### src/rtl/hqm_aw_rx_sync_pkg.sv
// Shared status-word layout for the HQM rx/tx sync buffers.
package hqm_aw_rx_sync_pkg;

    localparam int ST_W        = 7;
    localparam int ST_OCC_LSB  = 0;
    localparam int ST_OCC_MSB  = 3;
    localparam int ST_FULL     = 4;
    localparam int ST_EMPTY    = 5;
    localparam int ST_ERR      = 6;

endpackage

### src/rtl/hqm_aw_rx_sync.sv
// Receive-side sync buffer on the gated unit clock.
// Circular store, wake request, occupancy/idle/error status.
module hqm_aw_rx_sync
    import hqm_aw_rx_sync_pkg::*;
#(
    parameter int WIDTH          = 32,
    parameter int DEPTH          = 2,
    parameter int RESET_DATAPATH = 1
) (
    input  logic             hqm_gated_clk,
    input  logic             hqm_gated_rst,
    input  logic             enable,
    input  logic             rst_prep,
    output logic             wake,
    output logic             idle,
    output logic [ST_W-1:0]  status,
    input  logic             in_valid,
    output logic             in_ready,
    input  logic [WIDTH-1:0] in_data,
    output logic             out_valid,
    input  logic             out_ready,
    output logic [WIDTH-1:0] out_data
);

    localparam int PW = (DEPTH > 1) ? $clog2(DEPTH) : 1;
    localparam logic [PW-1:0] P_LAST = PW'(DEPTH - 1);
    localparam logic [3:0]    C_FULL = 4'(DEPTH);

    logic [WIDTH-1:0] r_mem [DEPTH];
    logic [PW-1:0]    r_wp;
    logic [PW-1:0]    r_rp;
    logic [3:0]       r_cnt;
    logic             r_stall;
    logic             r_err;

    logic w_empty;
    logic w_full;
    logic w_push;
    logic w_pop;

    function automatic logic [PW-1:0] f_inc(input logic [PW-1:0] p);
        return (p == P_LAST) ? '0 : p + 1'b1;
    endfunction

    assign w_empty   = (r_cnt == 4'd0);
    assign w_full    = (r_cnt == C_FULL);
    assign in_ready  = ~w_full & ~rst_prep;
    assign out_valid = ~w_empty & enable & ~rst_prep;
    assign w_push    = in_valid & in_ready;
    assign w_pop     = out_valid & out_ready;
    assign out_data  = r_mem[r_rp];

    assign wake = ~w_empty | in_valid;
    assign idle = ~rst_prep & w_empty & ~in_valid;

    always_comb begin
        status = '0;
        status[ST_OCC_MSB:ST_OCC_LSB] = r_cnt;
        status[ST_FULL]  = w_full;
        status[ST_EMPTY] = w_empty;
        status[ST_ERR]   = r_err;
    end

    always_ff @(posedge hqm_gated_clk) begin
        if (hqm_gated_rst) begin
            r_wp    <= '0;
            r_rp    <= '0;
            r_cnt   <= '0;
            r_stall <= 1'b0;
            r_err   <= 1'b0;
        end else begin
            if (w_push) r_wp <= f_inc(r_wp);
            if (w_pop)  r_rp <= f_inc(r_rp);
            r_cnt   <= r_cnt + {3'b0, w_push} - {3'b0, w_pop};
            r_stall <= in_valid & ~in_ready;
            // An offer withdrawn after being refused breaks the handshake.
            if (r_stall & ~in_valid) r_err <= 1'b1;
        end
    end

    always_ff @(posedge hqm_gated_clk) begin
        if (hqm_gated_rst && (RESET_DATAPATH != 0)) begin
            for (int i = 0; i < DEPTH; i++) r_mem[i] <= '0;
        end else if (w_push && !hqm_gated_rst) begin
            r_mem[r_wp] <= in_data;
        end
    end

endmodule

### config.mk
export PLATFORM = sky130hd
export DESIGN_NAME = hqm_aw_rx_sync
export DESIGN_NICKNAME = d
export VERILOG_FILES = /design/src/rtl/hqm_aw_rx_sync_pkg.sv /design/src/rtl/hqm_aw_rx_sync.sv
export SDC_FILE = /design/constraint.sdc
export NUM_CORES = 1
export LEC_CHECK = 0
export ABC_AREA = 1
export CORE_AREA = 2 2 86 88
export CTS_CLUSTER_DIAMETER = 80
export CTS_CLUSTER_SIZE = 40
export DETAILED_ROUTE_END_ITERATION = 8
export DIE_AREA = 0 0 88 90
export MAX_ROUTING_LAYER = met4
export PLACE_DENSITY = 0.84
export SLEW_MARGIN = 20
export SYNTH_ARGS = -nofsm -noshare
export SYNTH_HDL_FRONTEND = slang
export SYNTH_SLANG_ARGS = --single-unit
export TNS_END_PERCENT = 5
### constraint.sdc
create_clock -name hqm_gated_clk -period 2.88 [get_ports hqm_gated_clk]
set_input_delay 0.72 -clock hqm_gated_clk [delete_from_list [all_inputs] [get_ports hqm_gated_clk]]
set_output_delay 0.72 -clock hqm_gated_clk [all_outputs]
set_load 0.005 [all_outputs]
Yosys cells after proc, flatten, opt, wreduce, memory -nomap -nowiden
Memory sizes are Yosys's and may differ from the RTL's. A register that Yosys moved wholly into a read port is not among the register bits.
Index checks and enable logic that the tools add are counted.
- bits of input ports: 38
- memories: 1
- logic and storage cells: 42
- output and inout port bits: 43
- RAM bits: 64
- flip-flop bits (word level): 8
- memory list (memory ; words ; width ; read ports ; clocked after memory_dff ; wr ports ; RTL line ; source):
    r_mem ; 2 ; 32 ; 1 ; 1 ; 2 ; hqm_aw_rx_sync.sv:29 ; logic [WIDTH-1:0] r_mem [DEPTH];
- reduce and logical (&&, ||, !) cells: 4
- multiplexer cells: 12
- add/sub/neg operators: 4
- eq/ne operators: 1
- bitwise gates (word level): 15
- operator list (operator ; count):
    $mux W32 ; 1
    $reduce_or A32 Y1 ; 1
    $mux W1 ; 11
    $and A1 B1 Y1 ; 9
    $not A1 Y1 ; 5
    $add A4 B1 Y4 ; 1
    $eq A4 B2 Y1 const B ; 1
    $logic_not A4 Y1 ; 1
    $sub A4 B1 Y4 ; 1
    $add A1 B1 Y1 const B ; 2
    $logic_and A1 B1 Y1 ; 1
    $logic_not A1 Y1 ; 1
    $or A1 B1 Y1 ; 1

Depth between registers and ports, before layout
Gate-level depths: netlist of run 1.
- depth in word-level cells: 10
- depth in mapped cells: 13
- gate-level depth less buffers: 13

Worst setup path after synthesis of run 1
OpenSTA, ideal clock, no wires.
- kind: input to register
- from: in hqm_gated_rst
- to: mem r_mem[0][0] (enable)
- required time: 2.491 ns
- data arrival time: 1.946 ns
- library setup time: 0.389 ns
- path slack: 0.545 ns
- path buffers: 2
- cell stages on the path: 5
- cell sequence: buf_6 > nor2_2 > nand3_4 > buf_6 > nand2_1
- RTL lines (item ; RTL line ; source):
    from (decl) ; hqm_aw_rx_sync.sv:11 ; input logic hqm_gated_rst,
    to (decl) ; hqm_aw_rx_sync.sv:29 ;

Final worst setup path of run 1
- from: in in_valid
- to: out idle
- longest elaborated chain between the ends: 2
- RTL lines (item ; RTL line ; source):
    from (decl) ; hqm_aw_rx_sync.sv:17 ; input logic in_valid,
    $not A1 Y1 ; hqm_aw_rx_sync.sv:54 ; assign idle = ~rst_prep & w_empty & ~in_valid;
    $and A1 B1 Y1 ; hqm_aw_rx_sync.sv:54 ;
    to (decl) ; hqm_aw_rx_sync.sv:15 ; output logic idle,
Every way passes these cells.

==> impl_metrics.yaml, run 1 <==
status:
  status: "complete, no violations"
logic_synthesis:
  synthArstFlopShare_pct: 0
  syn-instance-count: 277
  yosysWarnings: 0
  synth_top_area_share_pct: 57.3
  syn_nets: 321
  synth_most_common_cell: "edfxtp_1"
  synth_seq_cells: 73
  synthTopCellsByCount: "edfxtp_1 (64), nor2_1 (60), inv_1 (51)"
  synthTopCellsByArea: "edfxtp_1 (57%), mux2_2 (10%), nor2_1 (6.7%)"
  yosys.area.top_type: "edfxtp_1"
  avgSynthCellArea_um2: 12.1
  synth_flop_cell: "edfxtp_1"
  synth-edff-count: 64
  seq_area_frac_synth_pct: 62.6
  synth_cell_types: 24
  syn_area_um2: 3360
routing:
  num_vias: 2144
  drt_first_pass_iters: 4
  drt_iter0_markers: 61
  antenna_left: 0
  wirelength_um: 6270
  viasPerCell: 4.61
  routedWlPerCell_um: 13.5
  drc: 0
layout:
  area_delta_synth_final_pct: 30.6
  antenna-diode-count: 0
  fin_cells: 465
  stdcell_area_um2: 4380
  nets: 406
  layout-drive-gt1-share_pct: 20.5
critical_path:
  arrival_ns: 1.99
  cp_cell_sequence: "clkdlybuf4s50_1 -> inv_1 -> nand2_1 -> nor2_1 -> clkdlybuf4s50_1"
  ff2ff_setup_slack_ns: 0.63
  worst-r2r-cell-count: 12
  max_stage_delay_ns: 0.50
  r2r-start: "r_cnt[2]$_SDFF_PP0_"
  crit_path_top_delay_cell: "clkdlybuf4s50_1"
  crit_path_frequent_cell: "clkdlybuf4s50_1"
  critical_path_peak_fanout: 5
  cp-end-kind: "primary output"
  r2r_end: "r_cnt[2]$_SDFF_PP0_"
  crit_required_ns: 2.16
  crit_type: "input port to primary output"
  startpoint_type: "input port"
placement:
  port_buffers: 80
  placed_area_um2: 4210
  dp_hpwl_um: 4260
  dp_cells: 450
  routabilityCongestion: 0.735
timing:
  rsz0062_at_grt: "no"
  final.period_utilization_pct: 94.2
  final_hold_viol_count: 0
  worstMarginPinSlew_ns: 0.337
  setup_viol: 0
  min_period_ns: 2.71
  fin_tns_setup_ns: 0
  skew_ns: 0.00903
  maxSlewViolCount: 0
  slew_headroom_pct: 77.5
  fmax_mhz: 369
flow_run:
  maxCapViolCount: 0
global_routing:
  track_usage_pct: 17.3
  overflow: 0
  antenna_found_initial: 0
  grt_pass1_wl_um: 10300
  grt_max_degree: 21
  grt_pass1_vias: 2362
cts:
  cts-resized-gates: 0
  cts-buffers-inserted: 9
  clk-insertion-delay-late_ns: 0.32
  cts_setup_buffers: 0
  clkSinkCount: 73
  cts_max_path_buffers: 2
  cts-hold-fix-buffers: 0
  h-tree-depth: 3
  cts_tree: "done"
  root_buffer: "clkbuf_8"
  clk_pin_slew_ns: 0.07
hold_path:
  holdCritPathClass: "flip-flop to flip-flop"
  holdPathStages: 2
  hold-path-endpoint: "r_err$_SDFFE_PP0P_"
  min_from: "r_err$_SDFFE_PP0P_"
pwr:
  power_mw: 2.61
  clkPwrFrac_pct: 28.0
  seqPwrFrac_pct: 48.5
  pwr-share-comb_pct: 23.5
  intPower_mw: 1.97
  p_sw_share_pct: 24.6
  ir_worst_vdd_v: 0.000457
  p_switching_mw: 0.643
  powerDensity_nw_per_um2: 596
  leakagePower_nw: 1.83
floorplanning:
  core_um2: 7020
  die_w_um: 88
  rows: 31
  dieArea_um2: 7920
  start_util_pct: 47.8
  die_h_um: 90
  pin_count: 81
cell families after synthesis:
logic type / Yosys count / synth area share [%]
mux: 32 / 10.7
compound gates: 3 / 0.447
xor+xnor: 1 / 0.261
flops: 73 / 62.6
fa+ha+maj: 6 / 2.46
buf+inv: 66 / 9.99
simple gates: 96 / 13.5
power groups by stage:
stage                     Clock, mW  Combinational, mW  Sequential (mW)
after floorplan                   0              0.339             1.28
after global placement            0              0.606             1.28
after detailed placement          0              0.618             1.29
after CTS                     0.749              0.625             1.27
after global routing          0.793              0.678             1.28
final                         0.731              0.615             1.27
how the worst max path moves through the flow:
stage | from | endpoint | slack [ns]
CTS | in_valid | idle | 0.15
finish | in_valid | idle | 0.17
global placement | rst_prep | r_cnt[2]$_SDFF_PP0_ | 0.18
detailed placement | rst_prep | r_cnt[2]$_SDFF_PP0_ | 0.1
floorplan | hqm_gated_rst | r_mem[0][0]$_SDFFCE_PN0P_ | 0.54
global route | in_valid | idle | 0.04
state kept, by name, summed over array words and instances (netlist names), named ones only:
signal   count
r_rp         1
r_wp         1
r_stall      1
r_err        1
r_mem       64
r_cnt        4
cell usage in the layout (no fill, tap or decap), drive strengths merged:
cell,instances
clkdlybuf4s50,80
nor2,77
edfxtp,64
inv,52
mux2,32
nand2,11
clkbuf,10
dfxtp,9
buf,8
ha,5
nand3,5
clkinv,4
a21oi,3
nor3,2
xnor2,1
nand4,1
fa,1
bufinv,1
layer usage:
layer	vias up	global-route usage, %	routed length (um)
li1	1053	-	-
met2	54	29.9	3380
met4	0	5.00	44
met3	5	3.49	247
met1	1032	20.1	2600
met5	-	-	0
area by class of cell:
cell class / count / area (um^2)
clock buffer: 10 / 128
clock inverter: 5 / 47.5
sequential: 73 / 2100
tap: 99 / 124
timing repair buffer: 88 / 861
fill: 592 / 2640
inverter: 52 / 195
multi-input combinational: 138 / 923
worst max-delay path, delay by kind of cell:
family                 cells  cell delay (ns)
buffers and inverters      3             1.08
and+or+nand+nor            2             0.19
per-stage QoR:
step / util (%) / setup WS, ns / hold WS, ns
floorplan: - / 0.545 / 0.435
global placement: 59.9 / 0.181 / 0.462
CTS: 62.4 / 0.153 / 0.496
global route: 62.4 / 0.0395 / 0.550
detailed placement: 59.9 / 0.0976 / 0.471
finish: 62.4 / 0.168 / 0.493
No activity file was read; power rests on OpenSTA's default activity.
==> inputs of run 2 (changes only) <==
- REMOVE_ABC_BUFFERS: default -> 1
- SLEW_MARGIN: 20 -> default
- TNS_END_PERCENT: 5 -> default
==> impl_metrics.yaml, run 2 (synthesis gave the netlist of run 1 again) <==
global_routing:
  track_usage_pct: 17.9
  grt_pass1_vias: 2309
  grt_max_degree: 33
  antenna_found_initial: 0
  grt_pass1_wl_um: 10600
  overflow: 0
layout:
  reg.largest.list: "r_mem: 64 flops, r_cnt: 4 flops"
  stdcell_area_um2: 4450
  regArea_um2: 2100
  largest_register_ffs: 64
  area_delta_synth_final_pct: 32.6
  antenna-diode-count: 0
  layout-drive-gt1-share_pct: 19.8
  multi_input_area_um2: 918
  final_cell_mix: "clkdlybuf4s50_1 (80), edfxtp_1 (64), nor2_1 (60)"
  largest_register: "r_mem"
  nets: 403
  post-route-util_pct: 63.4
  fillers: 569
  final_common_cell: "clkdlybuf4s50_1"
routing:
  routedWlPerCell_um: 13.8
  drt_first_pass_iters: 4
  drc: 0
  viasPerCell: 4.63
  antenna_left: 0
  num_vias: 2145
  wirelength_um: 6410
  drt_iter0_markers: 93
cts:
  cts-hold-fix-buffers: 0
  cts_max_path_buffers: 2
  h-tree-depth: 3
  cts_setup_buffers: 0
  cts_tree: "done"
  clk_pin_slew_ns: 0.07
  clkSinkCount: 73
  cts-buffers-inserted: 9
  cts-resized-gates: 0
  clk-insertion-delay-late_ns: 0.34
  root_buffer: "clkbuf_8"
critical_path:
  critical_path_peak_fanout: 5
  crit_type: "input port to primary output"
  arrival_ns: 1.98
  crit_required_ns: 2.16
  startpoint_type: "input port"
  cp-end-kind: "primary output"
timing:
  worstMarginPinSlew_ns: 0.431
  skew_ns: 0.00787
  min_period_ns: 2.70
  hold_ws_ns: 0.511
  timing.final.ws_setup_ns: 0.180
  maxSlewViolCount: 0
  fmax_mhz: 370
  rsz0062_at_grt: "no"
  final_hold_viol_count: 0
  final.period_utilization_pct: 93.7
  setup_viol: 0
  fin_tns_setup_ns: 0
  slew_headroom_pct: 71.3
flow_run:
  maxCapViolCount: 0
hold_path:
  holdCritPathClass: "flip-flop to flip-flop"
floorplanning:
  die_h_um: 90
  dieArea_um2: 7920
  core_um2: 7020
  die_w_um: 88
  start_util_pct: 47.8
  pin_count: 81
  rows: 31
placement:
  dp_slack_ns: 0.149
  routabilityCongestion: 0.730
  port_buffers: 80
  placed_area_um2: 4220
  dp_hpwl_um: 4260
pwr:
  ir_worst_vdd_v: 0.000411
  leakagePower_nw: 1.86
  powerDensity_nw_per_um2: 636
status:
  status: "complete, no violations"
-- run 2: changes by cell type in the layout (fill, tap and decap cells not counted), sizes merged --
| cell | previous run | this run |
|---|---|---|
| bufinv | 1 | 3 |
| clkinvlp | 0 | 1 |
| buf | 8 | 5 |
| clkinv | 4 | 2 |
-- run 2: worst max-delay path: stages --
cell	delay [ns]
clkdlybuf4s50_1	0.39
inv_1	0.17
nand2_1	0.10
nor2_1	0.09
clkdlybuf4s50_1	0.51
-- run 2: final timing paths --
path                                          start             endpoint  slack, ns  cells past startpoint
worst max-delay path                       in_valid                 idle       0.18                      5
worst min-delay path             r_stall$_SDFF_PP0_   r_err$_SDFFE_PP0P_       0.51                      2
worst max register to register  r_cnt[2]$_SDFF_PP0_  r_cnt[2]$_SDFF_PP0_       0.69                     12
worst min register to register   r_stall$_SDFF_PP0_   r_err$_SDFFE_PP0P_       0.51                      2
-- run 2: layer usage --
metal | track usage (%) | vias up | wire [um]
met3 | 3.49 | 8 | 250
met2 | 30.6 | 53 | 3310
li1 | - | 1055 | -
met5 | - | - | 0
met4 | 6.54 | 0 | 91
met1 | 20.7 | 1029 | 2760
-- run 2: stage by stage --
| stage | power, mW | cells |
|---|---|---|
| 3_3_place_gp | 1.89 | 447 |
| 5_1_grt | 2.97 | 463 |
| 6_report | 2.83 | 463 |
| 3_5_place_dp | 1.91 | 447 |
| 2_1_floorplan | 1.58 | 263 |
| 4_1_cts | 2.85 | 463 |
-- run 2: area by class of cell --
type                            count  area share (%)
Inverter                           52            4.39
Clock buffer                       10            2.87
Clock inverter                      6            2.39
Tap cell                           99            2.78
Multi-Input combinational cell    138            20.6
Sequential cell                    73            47.3
Timing Repair Buffer               85            19.7
-- run 2: where the power goes --
part	leakage (nW)	internal, mW	switching, mW
Sequential	0.740	1.23	0.0422
Combinational	1.00	0.351	0.255
Clock	0.114	0.572	0.375
Total	1.86	2.16	0.672
